**src/rtl/tube_scan_driver.sv**
```systemverilog
// Scan-index generator and frame-synchronous display register feeding the 4-digit tube controller.
// Latency: an accepted request shows on the outputs at the next frame boundary (dig 3->0), or at the one after if accepted in that same cycle.
// Backpressure: one-entry pending slot; loadReady is low from the cycle after an accept until the commit cycle.
module tube_scan_driver #(
    parameter int PRESCALE  = 50000,
    parameter int BLINK_DIV = 64
) (
    input  logic        clk,
    input  logic        rstN,
    input  logic        loadValid,
    output logic        loadReady,
    input  logic [15:0] loadValue,
    input  logic [1:0]  loadMode,
    input  logic [3:0]  loadLabel,
    input  logic [3:0]  loadDots,
    input  logic        loadBlink,
    output logic [1:0]  dig,
    output logic [3:0]  dig1,
    output logic [3:0]  dig2,
    output logic [3:0]  dig3,
    output logic [3:0]  dig4,
    output logic [3:0]  dots,
    output logic [3:0]  auxs
);

    // Counter widths; a divide-by-one still needs a one-bit register.
    localparam int PW = (PRESCALE  > 1) ? $clog2(PRESCALE)  : 1;
    localparam int FW = (BLINK_DIV > 1) ? $clog2(BLINK_DIV) : 1;
    localparam logic [PW-1:0] PRE_LAST   = PW'(PRESCALE - 1);
    localparam logic [FW-1:0] FRAME_LAST = FW'(BLINK_DIV - 1);

    // Display modes
    localparam logic [1:0] MODE_HEX   = 2'd0;
    localparam logic [1:0] MODE_LABEL = 2'd1;
    localparam logic [1:0] MODE_BLANK = 2'd2;

    // Prescaler and scan state
    logic [PW-1:0] pre;
    logic          tick;
    logic          frame_end;

    // Pending request slot
    logic          pend_full;
    logic [15:0]   pend_value;
    logic [1:0]    pend_mode;
    logic [3:0]    pend_label;
    logic [3:0]    pend_dots;
    logic          pend_blink;
    logic          accept;
    logic          commit;

    // Shadow (currently displayed) request
    logic [15:0]   sh_value;
    logic [1:0]    sh_mode;
    logic [3:0]    sh_label;
    logic [3:0]    sh_dots;
    logic          sh_blink;

    // Shadow contents as they will be after this cycle's edge
    logic [15:0]   nx_value;
    logic [1:0]    nx_mode;
    logic [3:0]    nx_label;
    logic [3:0]    nx_dots;
    logic          nx_blink;

    // Blink state
    logic [FW-1:0] frame_cnt;
    logic          phase;
    logic          blink_wrap;
    logic          phase_nxt;

    // Decoded output values, loaded into the output registers at a frame boundary
    logic [3:0]    dec_dig1;
    logic [3:0]    dec_dig2;
    logic [3:0]    dec_dig3;
    logic [3:0]    dec_dig4;
    logic [3:0]    dec_dots;
    logic [3:0]    dec_auxs;

    assign tick      = (pre == PRE_LAST);
    assign frame_end = tick && (dig == 2'd3);

    // Accept and commit are mutually exclusive: one needs the slot empty, the other full.
    assign loadReady = ~pend_full;
    assign accept    = loadValid && ~pend_full;
    assign commit    = frame_end && pend_full;

    assign blink_wrap = frame_end && (frame_cnt == FRAME_LAST);
    assign phase_nxt  = blink_wrap ? ~phase : phase;

    // Prescaler: advance the scanned digit once every PRESCALE cycles.
    always_ff @(posedge clk) begin
        if (!rstN) begin
            pre <= '0;
            dig <= 2'd0;
        end else if (tick) begin
            pre <= '0;
            dig <= dig + 2'd1;
        end else begin
            pre <= pre + PW'(1);
        end
    end

    // Pending slot: capture on handshake, release when the frame boundary commits it.
    always_ff @(posedge clk) begin
        if (!rstN) begin
            pend_full  <= 1'b0;
            pend_value <= '0;
            pend_mode  <= MODE_BLANK;
            pend_label <= '0;
            pend_dots  <= '0;
            pend_blink <= 1'b0;
        end else if (accept) begin
            pend_full  <= 1'b1;
            pend_value <= loadValue;
            pend_mode  <= loadMode;
            pend_label <= loadLabel;
            pend_dots  <= loadDots;
            pend_blink <= loadBlink;
        end else if (commit) begin
            pend_full  <= 1'b0;
        end
    end

    // Shadow registers: take the pending request only at a frame boundary.
    always_ff @(posedge clk) begin
        if (!rstN) begin
            sh_value <= '0;
            sh_mode  <= MODE_BLANK;
            sh_label <= '0;
            sh_dots  <= '0;
            sh_blink <= 1'b0;
        end else if (commit) begin
            sh_value <= pend_value;
            sh_mode  <= pend_mode;
            sh_label <= pend_label;
            sh_dots  <= pend_dots;
            sh_blink <= pend_blink;
        end
    end

    // Blink: free-running frame counter, phase flips every BLINK_DIV frames; commits do not touch it.
    always_ff @(posedge clk) begin
        if (!rstN) begin
            frame_cnt <= '0;
            phase     <= 1'b1;
        end else if (frame_end) begin
            if (frame_cnt == FRAME_LAST) begin
                frame_cnt <= '0;
                phase     <= ~phase;
            end else begin
                frame_cnt <= frame_cnt + FW'(1);
            end
        end
    end

    // Look ahead to the post-edge shadow so a commit shows in the same cycle dig returns to 0.
    always_comb begin
        nx_value = sh_value;
        nx_mode  = sh_mode;
        nx_label = sh_label;
        nx_dots  = sh_dots;
        nx_blink = sh_blink;
        if (commit) begin
            nx_value = pend_value;
            nx_mode  = pend_mode;
            nx_label = pend_label;
            nx_dots  = pend_dots;
            nx_blink = pend_blink;
        end
    end

    // Decode the post-edge shadow into digit codes, aux selects and gated dots.
    always_comb begin
        dec_dig1 = 4'd0;
        dec_dig2 = 4'd0;
        dec_dig3 = 4'd0;
        dec_dig4 = 4'd0;
        dec_auxs = 4'b1111;
        dec_dots = 4'b0000;
        case (nx_mode)
            MODE_HEX: begin
                dec_dig1 = nx_value[15:12];
                dec_dig2 = nx_value[11:8];
                dec_dig3 = nx_value[7:4];
                dec_dig4 = nx_value[3:0];
                dec_auxs = 4'b0000;
                dec_dots = (!nx_blink || phase_nxt) ? nx_dots : 4'b0000;
            end
            MODE_LABEL: begin
                // The label replaces the top nibble; unknown label codes pass through and render blank.
                dec_dig1 = nx_label;
                dec_dig2 = nx_value[11:8];
                dec_dig3 = nx_value[7:4];
                dec_dig4 = nx_value[3:0];
                dec_auxs = 4'b0001;
                dec_dots = (!nx_blink || phase_nxt) ? nx_dots : 4'b0000;
            end
            default: begin
                // Blank: aux code 0 on every digit, dots off.
                dec_dig1 = 4'd0;
                dec_dig2 = 4'd0;
                dec_dig3 = 4'd0;
                dec_dig4 = 4'd0;
                dec_auxs = 4'b1111;
                dec_dots = 4'b0000;
            end
        endcase
    end

    // Output registers: commits and blink toggles both land on a frame boundary, so update only there.
    always_ff @(posedge clk) begin
        if (!rstN) begin
            dig1 <= 4'd0;
            dig2 <= 4'd0;
            dig3 <= 4'd0;
            dig4 <= 4'd0;
            dots <= 4'b0000;
            auxs <= 4'b1111;
        end else if (frame_end) begin
            dig1 <= dec_dig1;
            dig2 <= dec_dig2;
            dig3 <= dec_dig3;
            dig4 <= dec_dig4;
            dots <= dec_dots;
            auxs <= dec_auxs;
        end
    end

endmodule
```
**config.mk**
```make
export PLATFORM = sky130hd
export DESIGN_NAME = tube_scan_driver
export DESIGN_NICKNAME = d
export VERILOG_FILES = /design/src/rtl/tube_scan_driver.sv
export SDC_FILE = /design/constraint.sdc
export NUM_CORES = 1
export LEC_CHECK = 0
export ABC_AREA = 1
export BUFFER_PORTS_ARGS = -buffer_cell sky130_fd_sc_hd__buf_4
export CAP_MARGIN = 5
export CELL_PAD_IN_SITES_DETAIL_PLACEMENT = 0
export CELL_PAD_IN_SITES_GLOBAL_PLACEMENT = 1
export CORE_ASPECT_RATIO = 1.5
export CORE_MARGIN = 3
export CORE_UTILIZATION = 39
export CTS_BUF_LIST = sky130_fd_sc_hd__clkbuf_4 sky130_fd_sc_hd__clkbuf_8
export DETAILED_ROUTE_END_ITERATION = 8
export PLACE_DENSITY = 0.79
export SLEW_MARGIN = 20
export SYNTH_ARGS = -nofsm -noshare
export SYNTH_HDL_FRONTEND = slang
export SYNTH_SLANG_ARGS = --single-unit
```
**constraint.sdc**
```tcl
create_clock -name clk -period 1.8 [get_ports clk]
set_clock_uncertainty 0.1 [all_clocks]
set_input_delay 0.09 -clock clk [delete_from_list [all_inputs] [get_ports clk]]
set_output_delay 0.09 -clock clk [all_outputs]
set_load 0.01 [all_outputs]
```
## Word level (Yosys, flattened, before mapping)

Cells that the tools add are included.

| storage, ports and cells | value |
|---|---|
| flip-flop bits (word level) | 104 |

| cells by class | value |
|---|---|
| multiplexer cells | 16 |
| add/sub/neg operators | 3 |
| reductions and logical operators | 11 |
| bitwise operators | 3 |
| eq/ne operators | 4 |

Operators by type and width:

| operator | count |
|---|---|
| $mux W4 | 7 |
| $add A16 B1 Y16 const B | 1 |
| $eq A16 B16 Y1 const B | 1 |
| $mux W16 | 1 |
| $pmux W4 S2 | 2 |
| $add A6 B1 Y6 const B | 1 |
| $eq A6 B6 Y1 const B | 1 |
| $mux W6 | 1 |
| $logic_and A1 B1 Y1 | 4 |
| $mux W1 | 4 |
| $reduce_or A2 Y1 | 2 |
| $not A1 Y1 | 3 |
| $add A2 B1 Y2 const B | 1 |
| $eq A2 B1 Y1 const B | 1 |
| $eq A2 B2 Y1 const B | 1 |
| $logic_not A2 Y1 | 1 |
| $mux W2 | 1 |
| $reduce_and A2 Y1 | 1 |
| $reduce_bool A2 Y1 | 1 |
| $logic_not A1 Y1 | 1 |
| $logic_or A1 B1 Y1 | 1 |

## Longest topological paths before layout

| logic depth | value |
|---|---|
| depth in word-level cells | 8 |
| depth in mapped cells | 12 |
| mapped depth without buffers | 12 |

## Least setup slack after synthesis

OpenSTA, ideal clock, no wires.

| timing | value |
|---|---|
| path kind | register to register |
| from | reg dig[0] |
| to | reg dig1[1] |
| slack | 0.001 ns |
| library setup time | 0.109 ns |
| cell stages (with the launch flop) | 11 |
| data arrival time | 1.591 ns |
| path through | dfxtp_1 -> ha_1 -> buf_1 -> nand4_2 -> buf_6 -> nand2_1 -> nand2_1 -> nand3_1 -> nand3_1 -> nand2_1 -> inv_1 |

| between the ends | value |
|---|---|
| cells in the longest elaborated chain, start to end | 6 |

Ends and longest elaborated chain:

| item | line | text |
|---|---|---|
| start: declaration | 17 | `output logic [1:0] dig,` |
| start signal: assignment | 98 | `dig <= dig + 2'd1;` |
| $eq A2 B2 Y1 * | 81 | `assign frame_end = tick && (dig == 2'd3);` |
| $logic_and A1 B1 Y1 * | 81 |  |
| $logic_and A1 B1 Y1 | 86 | `assign commit = frame_end && pend_full;` |
| $mux W2 | 164 | `if (commit) begin` |
| $eq A2 B1 Y1 / $logic_not A2 Y1 (equally long branches) | 181 | `case (nx_mode)` |
| $pmux W4 S2 | 181 |  |
| end signal: assignment | 221 | `dig1 <= dec_dig1;` |
| end: declaration | 18 | `output logic [3:0] dig1,` |

Mark *: on every way between the ends. The rest lies on a longest branch, timed or not.
A chain may end at the register's enable or synchronous reset.

## Final worst setup path

| timing | value |
|---|---|
| from | reg pre[1] |
| to | reg dig1[3] |

| between the ends | value |
|---|---|
| cells in the longest elaborated chain, start to end | 6 |

Ends and longest elaborated chain:

| item | line | text |
|---|---|---|
| start: declaration | 38 | `logic [PW-1:0] pre;` |
| start signal: assignment | 100 | `pre <= pre + PW'(1);` |
| $eq A16 B16 Y1 * | 80 | `assign tick = (pre == PRE_LAST);` |
| $logic_and A1 B1 Y1 * | 81 |  |
| $logic_and A1 B1 Y1 | 86 |  |
| $mux W2 | 164 |  |
| $eq A2 B1 Y1 / $logic_not A2 Y1 (equally long branches) | 181 |  |
| $pmux W4 S2 | 181 |  |

Marked as above.

==> results by group <==
Run status
  • Status: finished, final reports clean

Pwr
  • Power Total: 3.96 mW
  • Max IR drop VDD: 0.000535 V
  • Cell Pwr Density: 686 nW/um^2
  • Static leakage: 2.61 nW

Drt
  • Routed wire per std cell: 12.5 um
  • DRC: 0
  • Top sig layer: met4
  • Via count of the routed design: 3876
  • Detail Route Antenna Nets: 0
  • Vias per cell: 4.73
  • Metal2 WL: 5440 um
  • Drt total wl: 10300 um
  • Pre-antenna DRT Iters: 4
  • DR iter-0 viols: 129
  • Met3 WL: 321 um
  • Detailed-route wire length on metal 1: 4390 um

Setup path
  • Crit path largest cell delay: 370 ps
  • CP dominant cell by count: nand2_1
  • CP endpoint kind: register
  • Worst path slowest cell: dfxtp_2
  • Data arrival, critical path: 1960 ps
  • CP Max Fanout: 22
  • Crit start category: register
  • Data required time of the worst path: 1970 ps
  • CP Cell Sequence: ha_4 > nand3_4 > nor2_4 > nand4_4 > buf_6 > nand2_1 > nand2_1 > nand3_1 > nand3_2 > nand2_1 > inv_1
  • Reg2reg path depth: 11
  • WS Path Type: register to register

STA
  • Setup TNS: 0 ps
  • Slew Limit Headroom: 0.668
  • Count of final setup violators: 0
  • Fmax: 0.559 GHz
  • Worst hold slack: 375 ps
  • Final Hold Vio Count: 0
  • Least-Margin Pin Slew: 498 ps
  • Final period utilization: 0.994
  • Unrepaired setup endpoints after global routing: true
  • Final min period: 1790 ps
  • Max Slew Vio Count: 0

Cells and area
  • Final #Nets: 708
  • Fill count: 984
  • Layout area overhead: 36.8%
  • Ant diodes: 0
  • Area occupied by multi-input gates: 2010 um^2
  • Storage cell area: 2050 um^2
  • Most common cell after layout, fill and taps aside: buf_4
  • Non-filler cells, final: 820
  • Ratio of cells with drive above 1 in the final layout: 0.287
  • Commonest non-fill, non-tap cells in the layout: buf_4, dfxtp_1, nor2_1
  • Post-route cell area: 5770 um^2

Placement
  • Hpwl dp: 7520 um
  • Gpl congestion: 0.809
  • Area after DPL: 5000 um^2
  • Placed Cells: 768
  • PortBufs: 56

Floorplanning
  • Initial Util: 0.407
  • Die width: 90.9 um
  • Die outline area: 12100 um^2
  • Row cnt: 45
  • Core ar.: 10400 um^2
  • Ports: 57
  • Die H: 133 um

Synthesis
  • Post-synth cell types: 32
  • Yosys reg bits: 102
  • Yosys Warn Count: 0
  • Syn nets: 586
  • Synth Flop Type: dfxtp_1
  • Mapped Cells: 553
  • Asr flop ratio synth: 0
  • Post-synth EDFFs: 0
  • Register area share after synthesis: 0.484
  • Mapped cell area: 4220 um^2
  • Syn_area_per_cell: 7.63 um^2

Hold path
  • Worst Hold Path Cells: 2
  • Hold WC Path Type: register to register

Clock network
  • Clk buf depth: 2
  • CTS clock-pin slew for the worst setup and hold paths: 100 ps
  • Clk sink count: 102
  • Inserted Clock Buffers: 9
  • H-Tree Depth: 3
  • CTS tree: yes
  • Clock Latency Late Sink: 360 ps
  • Root buf cell: clkbuf_8

GRT
  • Vias in the first global route: 3923
  • Initial antenna violation count: 0
  • Largest net degree at the start of global routing: 40
  • First-pass GRT wire length: 17500 um
  • Gr ovfl total: 0
  • GR Util All Layers: 0.175

Run
  • Max_cap viols: 0
cell families after synthesis:
| group | count (synthesis) | synth area share |
|---|---|---|
| AO/OA/AOI/OAI | 96 | 0.142 |
| XOR/XNOR | 2 | 0.00415 |
| adder cells (fa/ha/maj) | 3 | 0.00890 |
| buffers and inverters | 87 | 0.0890 |
| flip-flops | 102 | 0.484 |
| AND/OR/NAND/NOR | 263 | 0.272 |
layout make-up:
type	count	share of cell area
clock inverters	6	0.00889
clock buffers	9	0.0215
repair buffers	137	0.196
flip-flops and latches	102	0.355
multi-input cells	364	0.348
well taps	141	0.0306
inverters	61	0.0399
power by group:
part           switching, mW  internal (mW)
clock                  0.820          0.518
combinational          0.132          0.138
sequential            0.0378           2.31
state kept, by name, indices dropped and copies added (netlist names), 6 cells and up:
name	count
sh_value	16
pend_value	16
pre	16
frame_cnt	6
Yosys cell counts, types with 3 or more instances:
cell type / instances / area share
a211oi_1: 3 / 0.0053
ha_1: 3 / 0.0089
nor3_1: 7 / 0.0083
buf_6: 4 / 0.011
dfxtp_1: 102 / 0.48
a21oi_1: 23 / 0.027
nand2_1: 91 / 0.081
buf_2: 6 / 0.0071
o21a_1: 4 / 0.0071
inv_1: 57 / 0.051
o21ai_0: 39 / 0.046
o21ai_1: 12 / 0.014
nor2_2: 6 / 0.0089
nand4_1: 7 / 0.010
nor3b_1: 3 / 0.0053
nand3_1: 46 / 0.055
clkbuf_1: 12 / 0.011
buf_4: 3 / 0.0053
o211ai_2: 12 / 0.036
nor2_1: 95 / 0.085
worst paths after layout:
kind	from	to	slack [ps]
worst min register to register	sh_label[3]$_SDFF_PN0_	sh_label[3]$_SDFF_PN0_	370
worst min-delay path	sh_label[3]$_SDFF_PN0_	sh_label[3]$_SDFF_PN0_	370
worst max register to register	pre[1]$_SDFF_PP0_	dig1[3]$_SDFFE_PN0P_	10
worst max-delay path	pre[1]$_SDFF_PP0_	dig1[3]$_SDFFE_PN0P_	10
routing by layer:
layer  GRT usage  up-vias
met2       0.326       55
li1            -     2025
met5           0        -
met4      0.0537        0
met3      0.0328        9
met1       0.201     1787
critical path: cells and delay by family, from the launching register on:
kind                     cells  cell delay, ps
adder cells (fa/ha/maj)      1             170
AND/OR/NAND/NOR              8             810
flip-flops                   1             370
buffers and inverters        2             250
through the flow:
stage / setup WS (ps) / utilization
2_1_floorplan: 0.712 / -
3_3_place_gp: -59.1 / 0.482
3_5_place_dp: -120 / 0.482
4_1_cts: 1.79 / 0.537
5_1_grt: -105 / 0.557
6_report: 11.0 / 0.557
repair_timing:
action                     4_1_cts  5_1_grt
pin swaps                        3       21
setup endpoints to repair       27       37
hold endpoints to repair        33        0
setup buffers                    3        5
hold buffers                    29        0
resized for setup               22       45
Power figures use the tool's default switching activity.
